===== src/rtl/cla_adder_pipe.sv =====
// Pipelined carry-look-ahead adder/subtractor: one GROUP-bit lookahead group per register stage,
// valid/ready on both sides with bubble-collapsing flow control.
module cla_adder_pipe #(
    parameter int unsigned WIDTH = 16,
    parameter int unsigned GROUP = 4
) (
    input  logic             clk,
    input  logic             rst,
    input  logic             in_valid,
    output logic             in_ready,
    input  logic [WIDTH-1:0] A,
    input  logic [WIDTH-1:0] B,
    input  logic             Cin,
    input  logic             Sub,
    output logic             out_valid,
    input  logic             out_ready,
    output logic [WIDTH-1:0] Sum,
    output logic             Cout,
    output logic             Ovf
);

    localparam int unsigned NGRP = WIDTH / GROUP;
    localparam int unsigned NREM = (NGRP > 1) ? NGRP - 1 : 1;

    if ((WIDTH % GROUP) != 0) begin : g_bad_width
        $error("cla_adder_pipe: WIDTH must be a multiple of GROUP");
    end

    // Flat sum-of-products lookahead: every carry is built directly from P/G/c0, no ripple.
    function automatic logic [GROUP:0] cla_carries(input logic [GROUP-1:0] a,
                                                   input logic [GROUP-1:0] b,
                                                   input logic             c0);
        logic [GROUP-1:0] p;
        logic [GROUP-1:0] g;
        logic [GROUP:0]   c;
        logic             term;
        p    = a ^ b;
        g    = a & b;
        c    = '0;
        c[0] = c0;
        for (int unsigned i = 0; i < GROUP; i++) begin
            for (int unsigned j = 0; j <= i; j++) begin
                term = g[j];
                for (int unsigned m = j + 1; m <= i; m++) term = term & p[m];
                c[i+1] = c[i+1] | term;
            end
            term = c0;
            for (int unsigned m = 0; m <= i; m++) term = term & p[m];
            c[i+1] = c[i+1] | term;
        end
        return c;
    endfunction

    logic [WIDTH-1:0] beff;
    logic             c0;
    logic [NGRP-1:0]  valid_q;
    logic [NGRP-1:0]  valid_d;
    logic [NGRP-1:0]  load;
    logic [NGRP-1:0]  stage_vin;

    logic [WIDTH-1:0] a_q   [NREM];
    logic [WIDTH-1:0] b_q   [NREM];
    logic [WIDTH-1:0] sum_q [NREM];
    logic [NREM-1:0]  c_q;

    logic [WIDTH-1:0] sum_o_q;
    logic             cout_q;
    logic             ovf_q;

    assign beff = Sub ? ~B : B;
    assign c0   = Sub ? 1'b1 : Cin;

    // Stage k loads when it or any stage downstream of it has room; unrolled to avoid a comb loop.
    for (genvar k = 0; k < NGRP; k++) begin : g_load
        assign load[k] = out_ready | ~(&valid_q[NGRP-1:k]);
    end

    assign in_ready  = load[0];
    assign valid_d   = (load & stage_vin) | (~load & valid_q);
    assign out_valid = valid_q[NGRP-1];
    assign Sum       = sum_o_q;
    assign Cout      = cout_q;
    assign Ovf       = ovf_q;

    always_ff @(posedge clk or posedge rst) begin
        if (rst) valid_q <= '0;
        else     valid_q <= valid_d;
    end

    for (genvar k = 0; k < NGRP; k++) begin : g_stage
        logic [WIDTH-1:0] a_in;
        logic [WIDTH-1:0] b_in;
        logic [WIDTH-1:0] s_in;
        logic             c_in;
        logic [GROUP:0]   cc;
        logic [GROUP-1:0] s_grp;
        logic [WIDTH-1:0] sum_d;

        if (k == 0) begin : g_first
            assign a_in         = A;
            assign b_in         = beff;
            assign s_in         = '0;
            assign c_in         = c0;
            assign stage_vin[k] = in_valid;
        end else begin : g_next
            assign a_in         = a_q[k-1];
            assign b_in         = b_q[k-1];
            assign s_in         = sum_q[k-1];
            assign c_in         = c_q[k-1];
            assign stage_vin[k] = valid_q[k-1];
        end

        assign cc    = cla_carries(a_in[k*GROUP +: GROUP], b_in[k*GROUP +: GROUP], c_in);
        assign s_grp = a_in[k*GROUP +: GROUP] ^ b_in[k*GROUP +: GROUP] ^ cc[GROUP-1:0];

        always_comb begin
            sum_d                   = s_in;
            sum_d[k*GROUP +: GROUP] = s_grp;
        end

        if (k < NGRP - 1) begin : g_mid
            always_ff @(posedge clk) begin
                if (load[k]) begin
                    a_q[k]   <= a_in;
                    b_q[k]   <= b_in;
                    sum_q[k] <= sum_d;
                    c_q[k]   <= cc[GROUP];
                end
            end
        end else begin : g_last
            // Only a valid arrival may overwrite the outputs, so bubbles never leak stale data.
            always_ff @(posedge clk or posedge rst) begin
                if (rst) begin
                    sum_o_q <= '0;
                    cout_q  <= 1'b0;
                    ovf_q   <= 1'b0;
                end else if (load[k] && stage_vin[k]) begin
                    sum_o_q <= sum_d;
                    cout_q  <= cc[GROUP];
                    ovf_q   <= cc[GROUP] ^ cc[GROUP-1];
                end
            end
        end
    end

    if (NGRP == 1) begin : g_no_mid
        assign a_q[0]   = '0;
        assign b_q[0]   = '0;
        assign sum_q[0] = '0;
        assign c_q      = '0;
    end

endmodule


===== config.mk =====
export PLATFORM = sky130hd
export DESIGN_NAME = cla_adder_pipe
export DESIGN_NICKNAME = d
export VERILOG_FILES = /design/src/rtl/cla_adder_pipe.sv
export SDC_FILE = /design/constraint.sdc
export NUM_CORES = 1
export LEC_CHECK = 0
export CORE_ASPECT_RATIO = 0.75
export CORE_MARGIN = 4
export CORE_UTILIZATION = 58
export DETAILED_ROUTE_END_ITERATION = 16
export PLACE_DENSITY_LB_ADDON = 0.15
export SKIP_CTS_REPAIR_TIMING = 1
export SLEW_MARGIN = 5
export SYNTH_ARGS = -nofsm -noshare
export SYNTH_HDL_FRONTEND = slang
export SYNTH_SLANG_ARGS = --single-unit
export TNS_END_PERCENT = 50

===== constraint.sdc =====
create_clock -name clk -period 7.9 [get_ports clk]
set_input_delay 2.37 -clock clk [delete_from_list [all_inputs] [get_ports clk]]
set_output_delay 2.37 -clock clk [all_outputs]
set_load 0.005 [all_outputs]

==> flow_metrics.env <==
export IMPL_fmax_mhz=156.2
export IMPL_worst_pin_slew_ps=903.8
export IMPL_muxShareOfSynthArea_pct=4.205
export IMPL_post_route_min_period_ps=6401
export IMPL_wl_per_cell_um=14.73
export IMPL_vias_per_cell=5.082
export IMPL_grt_use_total_pct=15.59
export IMPL_cp_arrival_ps=4030
export IMPL_die_h_um=79.27
export IMPL_netlist_cell_type_count=32
export IMPL_drtIter0Drc=75
export IMPL_htree_levels=3
export IMPL_finalPower_mw=1.374
export IMPL_p_per_area_nw_per_um2=287.1
export IMPL_final_max_slew_viol_count=0
export IMPL_synth_top_area_cell="edfxtp_1"
export IMPL_slowest_stage="clkdlybuf4s50_1"
export IMPL_ys_ff_latch=97
export IMPL_antenna_found_initial=0
export IMPL_use_met2_pct=22.98
export IMPL_synth_compound_area_share_pct=4.141
export IMPL_cp_required_ps=5530
export IMPL_post_route_cell_area_um2=4787
export IMPL_cts_buffer_depth=2
export IMPL_num_rows=25
export IMPL_diodes=0
export IMPL_path_clk_slew_ps=90
export IMPL_cp_cell_sequence="clkdlybuf4s50_1 -> nor2b_4 -> nand4_1 -> buf_4 -> clkdlybuf4s50_1"
export IMPL_routed_wl_um=5597
export IMPL_synth_edf_count=75
export IMPL_netSwitchingPower_mw=0.3433
export IMPL_synth_area_leaders="edfxtp_1 (57%), dfrtp_1 (14%), ha_1 (6.4%)"
export IMPL_nets=356
export IMPL_fin_ws_ps=1499
export IMPL_gp_congestion=0.7132
export IMPL_setup_viol=0
export IMPL_drv_cap=0
export IMPL_synth_top_cell_area_share_pct=57.34
export IMPL_synth_ff_type="edfxtp_1"
export IMPL_rsz0062_at_grt="no"
export IMPL_postPlaceCellArea_um2=4574
export IMPL_insertion_delay_ps=360
export IMPL_die_w_um=103.0
export IMPL_relSlewSlack_pct=39.60
export IMPL_cts_buffers=9
export IMPL_place_ws_ps=1485
export IMPL_synth_nets=290
export IMPL_overflow=0
export IMPL_start_util_pct=60.95
export IMPL_ys_top_cells_by_count="edfxtp_1 (75), dfrtp_1 (22), xor2_1 (21), ha_1 (20), inv_1 (13)"
export IMPL_synthXorXnorAreaFrac_pct=5.798
export IMPL_path_class="in2out"
export IMPL_share_seq_of_total_power_pct=54.7
export IMPL_synthCells=228
export IMPL_peakVddDrop_v=0.0001281
export IMPL_switching_share_pct=24.98
export IMPL_synthSimpleGateAreaFrac_pct=3.918
export IMPL_syn2layout_area_growth_pct=21.89
export IMPL_met1_usage_pct=21.42
export IMPL_synthesis_area_um2=3928
export IMPL_grt_pass1_vias=1913
export IMPL_max_stage_delay_ps=580
export IMPL_start_kind="input pin"
export IMPL_synthAdderAreaFrac_pct=8.410
export IMPL_core_um2=6444
export IMPL_synth_top_family_by_area="adder cells"
export IMPL_ant_nets=0
export IMPL_drive_gt1_share_pct=11.37
export IMPL_clock_root_buffer="clkbuf_8"
export IMPL_synth_most_common_cell="edfxtp_1"
export IMPL_hold_viol_final=0
export IMPL_status="finished clean"
export IMPL_portBuffers=57
export IMPL_gr_usage_met3_pct=5.268
export IMPL_end_kind="output port"
export IMPL_clkPwrFrac_pct=23.7
export IMPL_yosysWarningCount=0
export IMPL_period_share_pct=81.02
export IMPL_num_vias=1931
export IMPL_cts_tree="yes"
export IMPL_critPathMaxFanout=31
export IMPL_grt_max_degree=32
export IMPL_async_flop_share_pct=22.68
export IMPL_avgSynthCellArea_um2=17.23
export IMPL_grt_pass1_wl_um=9321
export IMPL_yosysSeqAreaShare_pct=71.36
export IMPL_crit_path_frequent_cell="clkdlybuf4s50_1"
export IMPL_tns_ps=0
export IMPL_pwr_share_comb_pct=21.5
export IMPL_path_buf_inv=3
export IMPL_crit_family="buffers and inverters"
export IMPL_p_leak_nw=1.944
export IMPL_drt_pass1_iter_count=4
export IMPL_grt_busiest_layer="met2"
export IMPL_hold_path_class="reg2reg"
export IMPL_dpl_hpwl_um=4083
export IMPL_drc_errors=0
export IMPL_fin_worst_skew_ps=9.530
export IMPL_clock_sinks=97
export IMPL_num_io_pins=58
export IMPL_die_area_um2=8166
export IMPL_power_internal_mw=1.031
-- metrics by stage --
stage	util, %	instances	hold WS (ps)
detailed placement	70.99	364	404.5
CTS	74.21	380	420.1
global placement	70.99	364	400.5
global route	74.29	380	426.9
floorplan	-	228	400.3
finish	74.29	380	419.6
-- final cells by class --
| cell class | instances | area (µm²) |
|---|---|---|
| Fill cell | 424 | 1657 |
| Clock buffer | 9 | 123.9 |
| Multi-Input combinational cell | 114 | 1045 |
| Sequential cell | 97 | 2803 |
| Clock inverter | 7 | 83.83 |
| Tap cell | 81 | 101.3 |
| Timing Repair Buffer | 58 | 578.1 |
| Inverter | 14 | 52.55 |
-- flip-flops by register name (all words and copies together) (netlist names), named ones only --
signal        flops
b_q              24
Cout              1
a_q              24
sum_q            24
g_stage.c_in      3
Ovf               1
Sum              16
-- path summary, 6_finish.rpt --
check / from / endpoint / slack (ps) / cells after the start
max: out_ready / in_ready / 1500 / 5
min: sum_q[1][7] / sum_q[2][7] / 420 / 0
max reg2reg: b_q[0][4] / g_stage[2].c_in / 6090 / 5
min reg2reg: sum_q[1][7] / sum_q[2][7] / 420 / 0
max in group asynchronous: rst / Ovf / 4910 / 2
min in group asynchronous: rst / Sum[5] / 2480 / 2
-- logic make-up after synthesis --
family / Yosys count
and+or+nand+nor: 26
AOI/OAI and AO/OA: 26
buffers and inverters: 17
adders and majority gates: 24
muxes: 12
DFF: 97
xor gates and xnor gates: 26
-- metal layers --
layer,wire [µm],up-vias,part of all wire [%]
li1,-,947,-
met1,2620,907,47
met2,2482,69,44
met3,383,8,6.8
met4,110,0,2.0
met5,0,-,0
-- power by group through the flow --
stage | registers, mW | logic [mW] | clock network, mW
after detailed placement | 0.765 | 0.300 | 0
after global routing | 0.765 | 0.333 | 0.357
final | 0.752 | 0.296 | 0.326
after floorplan | 0.752 | 0.158 | 0
after CTS | 0.754 | 0.302 | 0.336
after global placement | 0.759 | 0.287 | 0
-- cells in the final DEF, fill, tap and decap left out, types with 2 or more instances in the layout --
cell / netlist / routed
edfxtp_1: 75 / 75
clkdlybuf4s50_1: 0 / 57
dfrtp_1: 22 / 22
xor2_1: 21 / 21
ha_1: 20 / 20
inv_1: 13 / 13
o21ai_0: 10 / 10
clkbuf_8: 0 / 9
mux2_4: 8 / 8
nor2_1: 7 / 7
xnor2_1: 5 / 5
nand2b_1: 4 / 4
a21oi_1: 4 / 4
a21o_1: 4 / 4
mux2_2: 4 / 4
fa_1: 4 / 4
nand2_1: 3 / 3
o21a_1: 3 / 3
nor2b_1: 3 / 3
inv_6: 0 / 3
nor3_1: 2 / 2
o31ai_1: 2 / 2
Power figures use the tool's default switching activity.
